--- src/rtl/pdm_pkg.sv ---
// rtl/pdm_pkg.sv - shared width helpers, saturation function and PCM sample type for the PDM decimator
package pdm_pkg;

   localparam int PCM_W = 16;
   typedef logic signed [PCM_W-1:0] pcm_sample_t;

   // accumulator width that holds the full CIC gain R^N plus sign
   function automatic int acc_width(input int n, input int log2r);
      return n * log2r + 2;
   endfunction

   // right shift that maps the CIC full-scale range onto out_w bits
   function automatic int shift_amount(input int n, input int log2r, input int out_w);
      return n * log2r + 1 - out_w;
   endfunction

   // clamp a sign-extended value into the signed range of w bits
   function automatic logic signed [63:0] sat_to_width(input logic signed [63:0] v, input int w);
      logic signed [63:0] hi;
      logic signed [63:0] lo;
      hi = (64'sd1 <<< (w - 1)) - 64'sd1;
      lo = -(64'sd1 <<< (w - 1));
      if (v > hi) return hi;
      if (v < lo) return lo;
      return v;
   endfunction

endpackage

--- src/rtl/pdm_cic_comb_stage.sv ---
// rtl/pdm_cic_comb_stage.sv - one registered CIC comb stage, y = x - x_delayed, differential delay 1
module pdm_cic_comb_stage #(
   parameter int W = 26
) (
   input  logic                audio_clk,
   input  logic                reset,
   input  logic                in_valid,
   input  logic signed [W-1:0] in_data,
   output logic                out_valid,
   output logic signed [W-1:0] out_data
);

   logic signed [W-1:0] delay_q;

   // one comb step per decimated sample; the valid flag simply follows the input one cycle later
   always_ff @(posedge audio_clk) begin
      if (reset) begin
         delay_q   <= '0;
         out_data  <= '0;
         out_valid <= 1'b0;
      end else begin
         out_valid <= in_valid;
         if (in_valid) begin
            out_data <= in_data - delay_q;
            delay_q  <= in_data;
         end
      end
   end

endmodule

--- src/rtl/pdm_cic_decimator.sv ---
// rtl/pdm_cic_decimator.sv - PDM to PCM CIC decimator with saturating output register; PDM_DC_BLOCK_EN adds a DC blocker
module pdm_cic_decimator
   import pdm_pkg::*;
#(
   parameter int N     = 4,
   parameter int LOG2R = 6,
   parameter int OUT_W = 16
) (
   input  logic                    audio_clk,
   input  logic                    reset,
   input  logic                    pdm_bit,
   input  logic                    pdm_valid,
   output logic signed [OUT_W-1:0] pcm_data,
   output logic                    pcm_valid,
   input  logic                    pcm_ready,
   output logic                    overrun
);

   localparam int ACC_W  = acc_width(N, LOG2R);
   localparam int SHIFT  = shift_amount(N, LOG2R, OUT_W);
   localparam int WARM_W = $clog2(N + 1);

   logic signed [ACC_W-1:0] pdm_in;
   logic signed [ACC_W-1:0] integ_q [N];
   logic signed [ACC_W-1:0] integ_d [N];
   logic [LOG2R-1:0]        dec_cnt_q;
   logic signed [ACC_W-1:0] cap_q;
   logic                    cap_valid_q;
   logic signed [ACC_W-1:0] comb_data [N+1];
   logic                    comb_valid [N+1];
   logic signed [ACC_W-1:0] shifted;
   logic signed [OUT_W-1:0] cic_sample;
   logic [WARM_W-1:0]       warm_cnt_q;
   logic                    warm_done;
   logic                    res_keep;
   logic                    load;
   logic signed [OUT_W-1:0] load_data;

   assign pdm_in = pdm_bit ? ACC_W'(1) : {ACC_W{1'b1}};

   // integrator cascade: each stage adds the already-updated output of the stage before it
   always_comb begin
      integ_d[0] = integ_q[0] + pdm_in;
      for (int k = 1; k < N; k++) begin
         integ_d[k] = integ_q[k] + integ_d[k-1];
      end
   end

   // integrators and decimation counter advance only on a strobe; modular wrap is intended
   always_ff @(posedge audio_clk) begin
      if (reset) begin
         for (int k = 0; k < N; k++) integ_q[k] <= '0;
         dec_cnt_q   <= '0;
         cap_q       <= '0;
         cap_valid_q <= 1'b0;
      end else begin
         cap_valid_q <= 1'b0;
         if (pdm_valid) begin
            for (int k = 0; k < N; k++) integ_q[k] <= integ_d[k];
            dec_cnt_q <= dec_cnt_q + LOG2R'(1);
            if (dec_cnt_q == '1) begin
               cap_q       <= integ_d[N-1];
               cap_valid_q <= 1'b1;
            end
         end
      end
   end

   assign comb_data[0]  = cap_q;
   assign comb_valid[0] = cap_valid_q;

   for (genvar g = 0; g < N; g++) begin : g_comb
      pdm_cic_comb_stage #(.W(ACC_W)) u_comb (
         .audio_clk (audio_clk),
         .reset     (reset),
         .in_valid  (comb_valid[g]),
         .in_data   (comb_data[g]),
         .out_valid (comb_valid[g+1]),
         .out_data  (comb_data[g+1])
      );
   end

   assign shifted    = comb_data[N] >>> SHIFT;
   assign cic_sample = OUT_W'(sat_to_width(64'(shifted), OUT_W));
   assign warm_done  = (warm_cnt_q == WARM_W'(N));
   assign res_keep   = comb_valid[N] && warm_done;

   // drop the first N results while the comb delays still hold start-up history
   always_ff @(posedge audio_clk) begin
      if (reset) begin
         warm_cnt_q <= '0;
      end else if (comb_valid[N] && !warm_done) begin
         warm_cnt_q <= warm_cnt_q + WARM_W'(1);
      end
   end

`ifdef PDM_DC_BLOCK_EN
   localparam int DC_W = OUT_W + 2;

   logic signed [DC_W-1:0]  dc_x_q;
   logic signed [DC_W-1:0]  dc_y_q;
   logic signed [DC_W-1:0]  dc_y_d;
   logic signed [OUT_W-1:0] dc_out_q;
   logic                    dc_valid_q;

   assign dc_y_d = DC_W'(cic_sample) - dc_x_q + dc_y_q - (dc_y_q >>> 8);

   // leaky differentiator: the y>>>8 leak places the pole just inside the unit circle
   always_ff @(posedge audio_clk) begin
      if (reset) begin
         dc_x_q     <= '0;
         dc_y_q     <= '0;
         dc_out_q   <= '0;
         dc_valid_q <= 1'b0;
      end else begin
         dc_valid_q <= res_keep;
         if (res_keep) begin
            dc_x_q   <= DC_W'(cic_sample);
            dc_y_q   <= dc_y_d;
            dc_out_q <= OUT_W'(sat_to_width(64'(dc_y_d), OUT_W));
         end
      end
   end

   assign load      = dc_valid_q;
   assign load_data = dc_out_q;
`else
   assign load      = res_keep;
   assign load_data = cic_sample;
`endif

   // 1-deep output slot: a new sample always wins; overwriting an unread one sets sticky overrun
   always_ff @(posedge audio_clk) begin
      if (reset) begin
         pcm_data  <= '0;
         pcm_valid <= 1'b0;
         overrun   <= 1'b0;
      end else if (load) begin
         pcm_data  <= load_data;
         pcm_valid <= 1'b1;
         if (pcm_valid && !pcm_ready) overrun <= 1'b1;
      end else if (pcm_ready) begin
         pcm_valid <= 1'b0;
      end
   end

endmodule
--- config.mk ---
export PLATFORM = sky130hd
export DESIGN_NAME = pdm_cic_decimator
export DESIGN_NICKNAME = d
export VERILOG_FILES = /design/src/rtl/pdm_pkg.sv /design/src/rtl/pdm_cic_comb_stage.sv /design/src/rtl/pdm_cic_decimator.sv
export SDC_FILE = /design/constraint.sdc
export NUM_CORES = 1
export LEC_CHECK = 0
export ABC_AREA = 1
export ABC_CLOCK_PERIOD_IN_PS = 14930
export CAP_MARGIN = 20
export CORE_ASPECT_RATIO = 0.9
export CORE_UTILIZATION = 24
export DETAILED_ROUTE_END_ITERATION = 12
export PLACE_DENSITY = 0.43
export SKIP_LAST_GASP = 1
export SYNTH_ARGS = -nofsm -noshare
export SYNTH_HDL_FRONTEND = slang
export SYNTH_SLANG_ARGS = --single-unit
--- constraint.sdc ---
create_clock -name audio_clk -period 14.93 [get_ports audio_clk]
set_input_delay 2.986 -clock audio_clk [delete_from_list [all_inputs] [get_ports audio_clk]]
set_output_delay 2.986 -clock audio_clk [all_outputs]
set_load 0.01 [all_outputs]
==> reports/metrics.yaml <==
placed_cell_area_um2: 24590
synth_nets: 3267
fillCellCount: 10400
cap_violations: 0
power.leakage_nw: 12.34
slew_headroom_pct: 36.45
synthDistinctLibCells: 55
r2r_end: "integ_q[3][25]$_SDFFCE_PN0P_"
grt_pass1_vias: 18110
clkTransAtPathRegs_ns: 0.06
drive_above_1_share_pct: 6.197
route.met3.wl_um: 1647
drv_slew: 0
drt-total-wl_um: 58090
mostFrequentLayoutCell: "inv_1"
ff2ff_path_depth: 38
htreeDepth: 2
die_w_um: 328.6
synth_top_family_by_area: "compound AO/OA/AOI/OAI gates"
synth_edf_count: 104
muxShareOfSynthArea_pct: 0
setup.worst_path.class: "input pin to register"
min-delay-start: "g_comb[2].u_comb.delay_q[23]$_SDFFE_PP0P_"
antenna_left: 0
port_buffers: 22
layout_common_cells: "inv_1, nand2_1, a21oi_1"
topRoutingLayerUsed: "met4"
max_stage_delay_ns: 0.49
core_um2: 94920
power.density_nw_per_um2: 206.0
clockBufferDepth: 3
cts_resized: 0
failed_checks: "DRC"
grt_start_max_net_pins: 91
synth_seq_area_share_pct: 35.89
arrival_ns: 9.97
final_area_um2: 26260
cp-end-kind: "register"
status: "finished, violations left"
place_inst: 4248
firstDrtPassIters: 9
grt_use_total_pct: 12.03
yosys.area_share.simple_pct: 15.50
met1_length_um: 33080
numCtsBuffers: 47
synth_compound_area_share_pct: 21.08
die_y_um: 295.9
wl_met2_um: 22330
drt_iter0_markers: 1239
final_cells: 4335
utilization_pct: 27.66
slowest_stage: "clkdlybuf4s50_1"
grt.overflow.total: 0
fmax_mhz: 104.8
period_minus_slack_ns: 9.539
initial_utilization_pct: 24.27
synth_flop_cell: "dfxtp_1"
synth-xor-area-share_pct: 5.426
avgSynthCellArea_um2: 7.552
cp-start-kind: "input pin"
hold_end: "g_comb[2].u_comb.delay_q[23]$_SDFFE_PP0P_"
rsz0062_at_grt: "no"
post_drt_wl_per_cell_um: 13.40
num_rows: 107
setup_tns_ns: 0
irDropWorstVdd_v: 0.0001737
synth-async-reset-ratio_pct: 0
drc_errors: 2
cpMostUsedCell: "inv_1"
synth_area_um2: 23030
grt_first_pass_wirelength_um: 96590
rrSetupSlack_ns: 8.06
cp_max_fo: 25
via_count: 19010
synth_seq_cells: 361
cts_hold_buf: 0
cts_tree: "built"
timing.final.hold_violations: 0
diodes: 0
clk_latency_ns: 0.59
clock_sinks: 361
finClkSkew_ns: 0.02128
area_delta_synth_final_pct: 13.99
synth_warnings: 0
antenna_found_initial: 0
hpwl_um: 42600
tightest_slew_ns: 0.9533
yosys.area_share.adder_pct: 11.74
dieArea_um2: 97220
fin_nets: 3262
rr_startpoint: "integ_q[0][0]$_SDFFCE_PN0P_"
gp_congestion: 0.8156
min_path_cells: 2
synth_cells: 3050
cp.required_ns: 15.36
hold_class: "register to register"
clock-root-buffer: "clkbuf_16"
setup_viol: 0
vias_per_cell: 4.385
num_io_pins: 23
fin_crit_sh_pct: 63.89
cts_setup_buffers: 0
per-layer routing:
| metal | vias up | global-route usage (%) |
|---|---|---|
| met4 | 0 | 2.723 |
| met1 | 8618 | 18.81 |
| met3 | 59 | 1.645 |
| li1 | 10150 | - |
| met5 | - | 0 |
| met2 | 177 | 17.01 |
flip-flops by register name (all words and copies together), names as in the netlist:
| signal | count |
|---|---|
| dec_cnt_q | 6 |
| g_comb.u_comb.out_data | 95 |
| cap_valid_q | 1 |
| g_comb.u_comb.delay_q | 104 |
| pcm_valid | 1 |
| pcm_data | 16 |
| cap_q | 26 |
| integ_q | 104 |
| g_comb.u_comb.out_valid | 4 |
| warm_cnt_q | 3 |
| overrun | 1 |
layout make-up:
cell class                      instances  area (um2)  area share, %
Sequential cell                       361        8272          31.50
Inverter                              544        2044          7.787
Timing Repair Buffer                   36       342.8          1.306
Clock inverter                         16       186.4         0.7100
Multi-Input combinational cell       2055       12400          47.21
Tap cell                             1253        1568          5.971
Clock buffer                           70        1448          5.513
cell families (layout without fill, tap and decap cells):
logic type,Yosys count,after routing
AOI/OAI and AO/OA,854,854
and+or+nand+nor,848,848
buffers and inverters,634,666
DFF,361,361
adders and majority gates,212,212
xor gates and xnor gates,141,141
worst max-delay path, delay by kind of cell:
kind	cells	cell delay, ns
compound gates	12	2.01
xor+xnor	3	0.67
fa+ha+maj	4	1.40
buf+inv	9	1.16
simple gates	13	1.73
through the flow:
step	hold WS (ns)	total power (W)	worst slack [ns]
finish	0.4595	0.005408	5.391
CTS	0.4650	0.005477	5.390
global placement	0.4517	0.004250	4.901
floorplan	0.4332	0.003525	5.977
global route	0.4815	0.005924	4.404
detailed placement	0.4560	0.004238	4.774
how the worst max path moves through the flow:
| stage | endpoint | from | slack, ns |
|---|---|---|---|
| 2_1_floorplan | integ_q[3][25]$_SDFFCE_PN0P_ | pdm_bit | 5.98 |
| 3_3_place_gp | integ_q[3][25]$_SDFFCE_PN0P_ | pdm_bit | 4.90 |
| 3_5_place_dp | integ_q[3][25]$_SDFFCE_PN0P_ | pdm_bit | 4.77 |
| 4_1_cts | integ_q[3][25]$_SDFFCE_PN0P_ | pdm_bit | 5.39 |
| 5_1_grt | integ_q[3][25]$_SDFFCE_PN0P_ | pdm_bit | 4.40 |
| 6_report | integ_q[3][25]$_SDFFCE_PN0P_ | pdm_bit | 5.39 |
cell usage after synthesis, types with 37 or more instances:
master    count  area, um2
xor2_1      108      945.9
o211ai_1     37      277.8
inv_1       542       2034
edfxtp_1    104       3123
nor2_1      234      878.3
clkbuf_1     81      304.0
dfxtp_1     257       5145
nand3_1     105      525.5
a21oi_1     397       1987
nand2_1     406       1524
ha_1        205       2565
o21ai_0     266       1331
power breakdown:
group	total, W	switching, W	internal (W)	leakage [nW]
clock	0.00119	0.000468	0.000725	0.800
combinational	0.00303	0.00198	0.00106	8.33
sequential	0.00118	0.0000357	0.00115	3.22
total	0.00541	0.00248	0.00293	12.3
(Power assumes the default switching activity.)
